`src/rtl/vsm_ctrl_pkg.sv`:
```
// Shared definitions for the VSM control sequencer: state encoding, opcodes,
// the strobe bundle and the instruction-length helper.
package vsm_ctrl_pkg;

    localparam logic [2:0] ST_IDLE    = 3'd0;
    localparam logic [2:0] ST_FETCH_A = 3'd1;
    localparam logic [2:0] ST_FETCH_M = 3'd2;
    localparam logic [2:0] ST_DECODE  = 3'd3;
    localparam logic [2:0] ST_EXEC_A  = 3'd4;
    localparam logic [2:0] ST_EXEC_B  = 3'd5;
    localparam logic [2:0] ST_PAUSE   = 3'd6;
    localparam logic [2:0] ST_HALT    = 3'd7;

    localparam logic [3:0] OP_NOP = 4'b0000;
    localparam logic [3:0] OP_LDA = 4'b0001;
    localparam logic [3:0] OP_STA = 4'b0010;
    localparam logic [3:0] OP_ADD = 4'b0011;
    localparam logic [3:0] OP_SUB = 4'b0100;
    localparam logic [3:0] OP_JMP = 4'b0101;
    localparam logic [3:0] OP_JZ  = 4'b0110;
    localparam logic [3:0] OP_OUT = 4'b0111;
    localparam logic [3:0] OP_HLT = 4'b1111;

    typedef struct packed {
        logic clear_ir;
        logic latch_ir;
        logic enable_ir;
        logic enable_pc;
        logic inc_pc;
        logic load_pc;
        logic latch_mar;
        logic mem_read;
        logic mem_write;
        logic enable_acc;
        logic latch_acc;
        logic alu_sub;
        logic latch_out;
        logic halted;
    } strobes_t;

    // Cycles from FETCH_A to instruction end; HLT stops after DECODE.
    function automatic logic [2:0] instr_len(input logic [3:0] op);
        case (op)
            OP_LDA, OP_STA, OP_ADD, OP_SUB: instr_len = 3'd5;
            OP_HLT:                         instr_len = 3'd3;
            default:                        instr_len = 3'd4;
        endcase
    endfunction

    function automatic logic needs_exec_b(input logic [3:0] op);
        needs_exec_b = (instr_len(op) == 3'd5);
    endfunction

endpackage

```
`src/rtl/vsm_ctrl_decode.sv`:
```
// Moore strobe decode: every datapath strobe is a pure function of the
// sequencer state and the opcode/zero values captured in DECODE.
module vsm_ctrl_decode
    import vsm_ctrl_pkg::*;
(
    input  logic [2:0] state,
    input  logic [3:0] op_q,
    input  logic       z_q,
    output strobes_t   strobes
);

    always_comb begin
        // NOTE: defaulting every field first keeps this block free of latches.
        strobes = '0;
        case (state)
            ST_IDLE: strobes.clear_ir = 1'b1;
            ST_FETCH_A: begin
                strobes.enable_pc = 1'b1;
                strobes.latch_mar = 1'b1;
            end
            ST_FETCH_M: begin
                strobes.mem_read = 1'b1;
                strobes.latch_ir = 1'b1;
                strobes.inc_pc   = 1'b1;
            end
            ST_EXEC_A: begin
                case (op_q)
                    OP_LDA, OP_STA, OP_ADD, OP_SUB: begin
                        strobes.enable_ir = 1'b1;
                        strobes.latch_mar = 1'b1;
                    end
                    OP_JMP: begin
                        strobes.enable_ir = 1'b1;
                        strobes.load_pc   = 1'b1;
                    end
                    OP_JZ: begin
                        strobes.enable_ir = 1'b1;
                        strobes.load_pc   = z_q;
                    end
                    OP_OUT: begin
                        strobes.enable_acc = 1'b1;
                        strobes.latch_out  = 1'b1;
                    end
                    default: ;
                endcase
            end
            ST_EXEC_B: begin
                case (op_q)
                    OP_LDA, OP_ADD: begin
                        strobes.mem_read  = 1'b1;
                        strobes.latch_acc = 1'b1;
                    end
                    OP_SUB: begin
                        strobes.mem_read  = 1'b1;
                        strobes.latch_acc = 1'b1;
                        strobes.alu_sub   = 1'b1;
                    end
                    OP_STA: begin
                        strobes.enable_acc = 1'b1;
                        strobes.mem_write  = 1'b1;
                    end
                    default: ;
                endcase
            end
            ST_HALT: strobes.halted = 1'b1;
            default: ;
        endcase
    end

endmodule

```
`src/rtl/vsm_control_sequencer.sv`:
```
// VSM control sequencer: fetch/decode/execute state machine with single-step
// support, a retired-instruction counter and Moore-decoded datapath strobes.
module vsm_control_sequencer
    import vsm_ctrl_pkg::*;
#(
    parameter int CNT_W = 8
) (
    input  logic             MainClock,
    input  logic             ClearN,
    input  logic             Run,
    input  logic             StepMode,
    input  logic             Step,
    input  logic [3:0]       Opcode,
    input  logic             Zero,
    output logic             ClearInstrReg,
    output logic             LatchInstrReg,
    output logic             EnableInstrReg,
    output logic             EnablePC,
    output logic             IncPC,
    output logic             LoadPC,
    output logic             LatchMAR,
    output logic             MemRead,
    output logic             MemWrite,
    output logic             EnableAcc,
    output logic             LatchAcc,
    output logic             AluSub,
    output logic             LatchOut,
    output logic             Halted,
    output logic [CNT_W-1:0] InstrCount
);

    logic [2:0] state;
    logic [2:0] state_next;
    logic [2:0] after_instr;
    logic [3:0] op_q;
    logic       z_q;
    logic       step_q;
    logic       step_rise;
    logic       instr_end;
    strobes_t   strobes;

    // step_q follows Step in every state, so an edge seen outside PAUSE is gone by then.
    assign step_rise = Step & ~step_q;
    assign instr_end = ((state == ST_EXEC_A) && !needs_exec_b(op_q)) || (state == ST_EXEC_B);
    assign after_instr = StepMode ? ST_PAUSE : (Run ? ST_FETCH_A : ST_IDLE);

    always_comb begin
        state_next = state;
        case (state)
            ST_IDLE:    if (Run) state_next = ST_FETCH_A;
            ST_FETCH_A: state_next = ST_FETCH_M;
            ST_FETCH_M: state_next = ST_DECODE;
            ST_DECODE:  state_next = (Opcode == OP_HLT) ? ST_HALT : ST_EXEC_A;
            ST_EXEC_A:  state_next = needs_exec_b(op_q) ? ST_EXEC_B : after_instr;
            ST_EXEC_B:  state_next = after_instr;
            ST_PAUSE: begin
                if (!Run)           state_next = ST_IDLE;
                else if (step_rise) state_next = ST_FETCH_A;
            end
            ST_HALT:    state_next = ST_HALT;
            default:    state_next = ST_IDLE;
        endcase
    end

    // NOTE: sequential state uses non-blocking assignments so every register
    // samples pre-edge values regardless of statement order.
    always_ff @(posedge MainClock or negedge ClearN) begin
        if (!ClearN) begin
            state  <= ST_IDLE;
            op_q   <= '0;
            z_q    <= 1'b0;
            step_q <= 1'b0;
        end else begin
            state  <= state_next;
            step_q <= Step;
            if (state == ST_DECODE) begin
                op_q <= Opcode;
                z_q  <= Zero;
            end
        end
    end

    always_ff @(posedge MainClock or negedge ClearN) begin
        if (!ClearN) begin
            InstrCount <= '0;
        end else if (instr_end) begin
            InstrCount <= InstrCount + CNT_W'(1);
        end
    end

    vsm_ctrl_decode u_decode (
        .state   (state),
        .op_q    (op_q),
        .z_q     (z_q),
        .strobes (strobes)
    );

    assign ClearInstrReg  = strobes.clear_ir;
    assign LatchInstrReg  = strobes.latch_ir;
    assign EnableInstrReg = strobes.enable_ir;
    assign EnablePC       = strobes.enable_pc;
    assign IncPC          = strobes.inc_pc;
    assign LoadPC         = strobes.load_pc;
    assign LatchMAR       = strobes.latch_mar;
    assign MemRead        = strobes.mem_read;
    assign MemWrite       = strobes.mem_write;
    assign EnableAcc      = strobes.enable_acc;
    assign LatchAcc       = strobes.latch_acc;
    assign AluSub         = strobes.alu_sub;
    assign LatchOut       = strobes.latch_out;
    assign Halted         = strobes.halted;

endmodule

```
`config.mk`:
```
export PLATFORM = sky130hd
export DESIGN_NAME = vsm_control_sequencer
export DESIGN_NICKNAME = d
export VERILOG_FILES = /design/src/rtl/vsm_ctrl_pkg.sv /design/src/rtl/vsm_ctrl_decode.sv /design/src/rtl/vsm_control_sequencer.sv
export SDC_FILE = /design/constraint.sdc
export NUM_CORES = 1
export LEC_CHECK = 0
export CORE_MARGIN = 3
export CORE_UTILIZATION = 41
export DETAILED_ROUTE_END_ITERATION = 10
export GPL_ROUTABILITY_DRIVEN = 0
export HOLD_SLACK_MARGIN = 0.02
export PLACE_DENSITY_LB_ADDON = 0.15
export SYNTH_ARGS = -nofsm -noshare
export SYNTH_HDL_FRONTEND = slang
export SYNTH_HIERARCHICAL = 1
export SYNTH_SLANG_ARGS = --single-unit
```
`constraint.sdc`:
```
create_clock -name MainClock -period 1.6 [get_ports MainClock]
set_clock_uncertainty 0.05 [all_clocks]
set_input_delay 0.24 -clock MainClock [delete_from_list [all_inputs] [get_ports MainClock]]
set_output_delay 0.24 -clock MainClock [all_outputs]
set_load 0.01 [all_outputs]
```
==> After elaboration in Yosys (flattened, before gate mapping) <==
Index checks and enable logic that the tools add are counted.
{ "op_classes": {"add_sub_neg": 1, "multipliers": 0, "n_div": 0, "n_lt_le_gt_ge": 0, "n_eq_ne": 20, "shifts": 0, "muxes": 29, "n_bitwise": 2, "n_reduce_logical": 8} }
{ "ops": {"columns": ["op", "count"], "rows": [
  ["$pmux W3 S8", 1],
  ["$eq A3 B3 Y1 const B", 6],
  ["$mux W3", 6],
  ["$eq A4 B3 Y1 const B", 4],
  ["$mux W1", 14],
  ["$add A8 B1 Y8 const B", 1],
  ["$eq A4 B2 Y1 const B", 2],
  ["$eq A4 B4 Y1 const B", 2],
  ["$pmux W1 S2", 4],
  ["$eq A3 B2 Y1 const B", 2],
  ["$mux W2", 3],
  ["$pmux W3 S2", 1],
  ["$reduce_or A6 Y1", 1],
  ["$eq A4 B1 Y1 const B", 1],
  ["$reduce_or A4 Y1", 1],
  ["$eq A3 B1 Y1 const B", 1],
  ["$logic_not A3 Y1", 1],
  ["$ne A3 B3 Y1 const B", 1],
  ["$reduce_or A3 Y1", 1],
  ["$ne A2 B2 Y1 const B", 1],
  ["$reduce_and A2 Y1", 1],
  ["$and A1 B1 Y1", 1],
  ["$logic_and A1 B1 Y1", 1],
  ["$logic_not A1 Y1", 1],
  ["2 further kinds", 2]
]} }
{ "totals": {"ff_bits": 17, "latch_bits": 0, "mem_bits_rw": 0, "rom_bits": 0, "output_inout_bits": 22, "wordCells": 65, "mem_count": 0} }

==> Depth between registers and ports, before layout <==
{ "depth": {"word_depth": 7, "mapped_depth": 5} }

==> Cells and area by module <==
The synthesis kept the hierarchy.
{ "by_module_without_submodules": {"columns": ["module", "instances", "cells_per_inst", "area_per_inst_um2", "seq_area_each_um2"], "rows": [
  ["vsm_control_sequencer", 1, 73, 822.0, 425.4],
  ["vsm_ctrl_decode", 1, 29, 192.7, 0.0]
]} }

==> Least setup slack after synthesis <==
OpenSTA, ideal clock, no wires.
{ "synth_path": {"kind": "flip-flop to flip-flop", "startpoint": "reg state[0]", "endpoint": "reg InstrCount[1]", "t_arrival_ns": 1.455, "t_required_ns": 1.425, "setup_slack_ns": -0.030, "path_stages_with_launch": 4, "path_buffers": 1, "period_less_slack_ns": 1.630, "path_cell_list": "dfrtp_1 > buf_6 > o41ai_4 > mux2_4"} }
{ "synth_between": {"elab_chain_cells": 3, "elab_cells_between_ends": 4, "classes_between": "eq/ne (2); reduce/logical (2)"} }
{ "synth_rtl": {"columns": ["item", "line", "source"], "rows": [
  ["start, declared", "vsm_control_sequencer.sv:32", "logic [2:0] state;"],
  ["start signal, assigned", "vsm_control_sequencer.sv:74", "state <= state_next;"],
  ["$eq A3 B3 Y1", "vsm_control_sequencer.sv:44", "assign instr_end = ((state == ST_EXEC_A) && !needs_exec_b(op_q)) || (state == ST_EXEC_B);"],
  ["$logic_and A1 B1 Y1", "vsm_control_sequencer.sv:44", null],
  ["$logic_or A1 B1 Y1 *", "vsm_control_sequencer.sv:44", null],
  ["end signal, assigned", "vsm_control_sequencer.sv:87", "InstrCount <= InstrCount + CNT_W'(1);"],
  ["end, declared", "vsm_control_sequencer.sv:29", "output logic [CNT_W-1:0] InstrCount"]
]} }
Every way passes the cells marked *; elsewhere a longest branch is shown, timed or not.
A chain may end at the register's enable or synchronous reset.

==> Worst setup path after layout <==
{ "layout_path": {"startpoint": "reg op_q[1]", "endpoint": "reg state[0]"} }
{ "layout_between": {"elab_chain_cells": 7, "elab_cells_between_ends": 11, "classes_between": "eq/ne (6); mux (4); reduce/logical (1)"} }
{ "layout_rtl": {"columns": ["item", "line", "source"], "rows": [
  ["start, declared", "vsm_control_sequencer.sv:35", "logic [3:0] op_q;"],
  ["start signal, assigned", "vsm_control_sequencer.sv:77", "op_q <= Opcode;"],
  ["$eq A4 B1 Y1, or another cell as far along", "vsm_ctrl_pkg.sv:43", "case (op)"],
  ["$reduce_or A4 Y1", "vsm_ctrl_pkg.sv:43", null],
  ["$pmux W3 S2 *", "vsm_ctrl_pkg.sv:43", null],
  ["$mux W3 *", "vsm_control_sequencer.sv:49", "case (state)"],
  ["$eq A3 B3 Y1 *", "vsm_ctrl_pkg.sv:51", "needs_exec_b = (instr_len(op) == 3'd5);"],
  ["$mux W3 *", "vsm_control_sequencer.sv:54", "ST_EXEC_A: state_next = needs_exec_b(op_q) ? ST_EXEC_B : after_instr;"],
  ["$pmux W3 S8 *", "vsm_control_sequencer.sv:49", null]
]} }
Every way passes the cells marked *; elsewhere a longest branch is shown, timed or not. The select of a mux whose other input is x is not followed.

==> results.toml <==
[synthesis]
syn_nets = 113
ys_ff_latch = 17
yosys_warnings = 6
async_flop_share_pct = 100
synth_cell_types = 36
synth-main-ff-cell = "dfrtp_1"
yosys.area.top_type = "dfrtp_1"
netlist.area_leader.share_pct = 41.9
synthCells = 102
ys_seq_area_share_pct = 41.9
synthTopCellsByArea = "dfrtp_1 42%, mux2_2 6.7%, xor2_1 5.2%, nor2_1 4.8%, nand2_1 3.0%"
syn-cell-area_um2 = 1010
syn_avg_cell_area_um2 = 9.95
synth_edf_count = 0

[worst_setup_path]
cp.arrival_ns = 1.97
cp_common_cell = "buf_6"
crit_family = "flip-flops"
critical_path_class = "register to register"
rrSetupSlack_ns = -0.23
crit_path_cell_trace = "buf_6 > buf_6 > nor3_4 > buf_6 > o31ai_4 > a222oi_1 > nor2_1"
cp-start-kind = "register"
critPathSlowestCell = "dfrtp_2"
path_max_fanout = 6
worst_setup_path_end_kind = "register"
critPathBufInv = 3
crit_required_ns = 1.73
max_stage_delay_ns = 0.49

[clocking]
cts-hold-fix-buffers = 0
clk_pin_slew_worst_paths_ns = 0.11
clk_latency_ns = 0.31
cts_max_level = 1
cts_root_buffer = "clkbuf_4"
numCtsBuffers = 3
cts_buffer_depth = 2
cts_sinks = 17
tritoncts = "done"

[placed_design]
port_buffers = 31
dp.cells = 177
place_area_um2 = 1480
dp_hpwl_mm = 1.91
pre_cts_ws_ns = -0.366

[route]
drt_wl_total_mm = 3.61
first_pass_iters = 4
drc = 0
dr.first_iter.drc_count = 67
ant_nets = 0
vias = 1148
wl_per_cell_um = 17.5
vias_per_cell = 5.55

[sta]
finalCritPeriodShare_pct = 115
relSlewSlack_pct = 72.6
rsz0062_at_grt = "yes"
fmax_mhz = 545
finalCriticalPeriod_ns = 1.83
finalWorstSetupSlack_ns = -0.234
maxSlewViolCount = 0
hold_viol = 0
tns_ns = -3.30
tightest_slew_ns = 0.411
finalSetupViolCount = 22

[floorplanning]
core_um2 = 2280
die_h_um = 55.8
dieArea_um2 = 3110
num_rows = 17
die_w_um = 55.8
ios = 32
start_util_pct = 44.6

[finish]
mostFrequentLayoutCells = "32 x buf_4, 14 x clkdlybuf4s50_1, 14 x buf_6"
final_common_cell = "buf_4"
area_growth_pct = 88.2
drive_gt1_share_pct = 58.1
final_cell_area_um2 = 1910
nNetsFinal = 191
antennaDiodeCount = 0
num-fill-cells = 127
final_cells = 207

[outcome]
violations = "setup timing"
outcome = "finished, violations left"

[pwr]
p_per_area_nw_per_um2 = 2020
p_sw_share_pct = 42.4
seqPwrFrac_pct = 21.0
internal_power_uw = 2220
pwr-share-comb_pct = 72.5
p_leak_uw = 0.000917
power_frac_clock_pct = 6.5
ir_drop_v = 0.00159
totalPowerFinal_uw = 3850
power.switching_uw = 1630

[global_routing]
antenna_found_initial = 0
globalRouteTotalUtil_pct = 19.7
grt-busiest-layer = "met2"
gr-total-overflow = 0
grt_pass1_wl_mm = 4.97
grt.met2_usage_pct = 35.0
grt_max_degree = 18
met1_usage_pct = 22.4
grt_pass1_vias = 1125
met3_usage_pct = 3.94

[worst_hold_path]
hold_class = "input port to async pin"

[job]
drv_cap = 0
cell usage after synthesis (2+ instances only):
cell type / count
a31oi_1: 2
xnor2_1: 2
nand3_1: 3
nor2_1: 13
and3_1: 2
o2bb2ai_1: 2
dfrtp_1: 17
o21ai_0: 3
nor3_1: 5
xor2_1: 6
nand2b_1: 3
mux2_2: 6
inv_1: 5
nor4_1: 3
a21oi_1: 2
nand2_1: 8
per-layer routing:
layer	part of all wire (%)	vias to the layer above
met5	0	-
met4	3.4	0
met3	6.0	13
met2	53	56
met1	38	558
li1	-	521
stage by stage:
step	hold WS [ns]	utilization (%)
floorplan	-0.106	-
global placement	0.405	64.9
detailed placement	0.416	64.9
CTS	0.206	71.9
global route	0.199	83.9
finish	0.183	83.9
power groups by stage:
stage / Sequential [uW] / Combinational (uW) / Clock (uW)
2_1_floorplan: 862 / 834 / 0
3_3_place_gp: 774 / 1660 / 0
3_5_place_dp: 783 / 1710 / 0
4_1_cts: 792 / 2040 / 242
5_1_grt: 833 / 2950 / 274
6_report: 809 / 2800 / 250
cells by family after synthesis:
logic type                 synth area share, %
buffers and inverters                     3.70
xor gates and xnor gates                  6.91
DFF                                       41.9
AOI/OAI and AO/OA                         13.7
and+or+nand+nor                           23.4
muxes                                     9.12
adders and majority gates                 1.23
repair_timing:
action                     CTS  global route
gates cloned                 0             0
resized for setup           82            37
setup endpoints to repair   22            34
hold endpoints to repair     0             0
buffers inserted            10            18
pin swaps                   12            12
path summary, 6_finish.rpt:
path | end | depth (start not counted) | startpoint
setup / recovery | state[0] | 7 | op_q[1]
hold / removal | InstrCount[3] | 2 | ClearN
setup reg to reg | state[0] | 7 | op_q[1]
hold reg to reg | InstrCount[7] | 1 | InstrCount[7]
max in group asynchronous | state[0] | 2 | ClearN
min in group MainClock | step_q | 1 | Step
sequential cells by signal (all words and copies together) (netlist names):
register and count:
state 3, InstrCount 8, op_q 4, z_q 1
step_q 1
cell type report:
type,instances,area [um2],share of cell area (%)
Tap cell,28,35.0,1.83
Timing Repair Buffer,75,651,34.1
Clock buffer,3,22.5,1.18
Sequential cell,17,432,22.6
Multi-Input combinational cell,78,746,39.1
Inverter,5,18.8,0.983
Clock inverter,1,5.00,0.262
(Power assumes the default switching activity.)
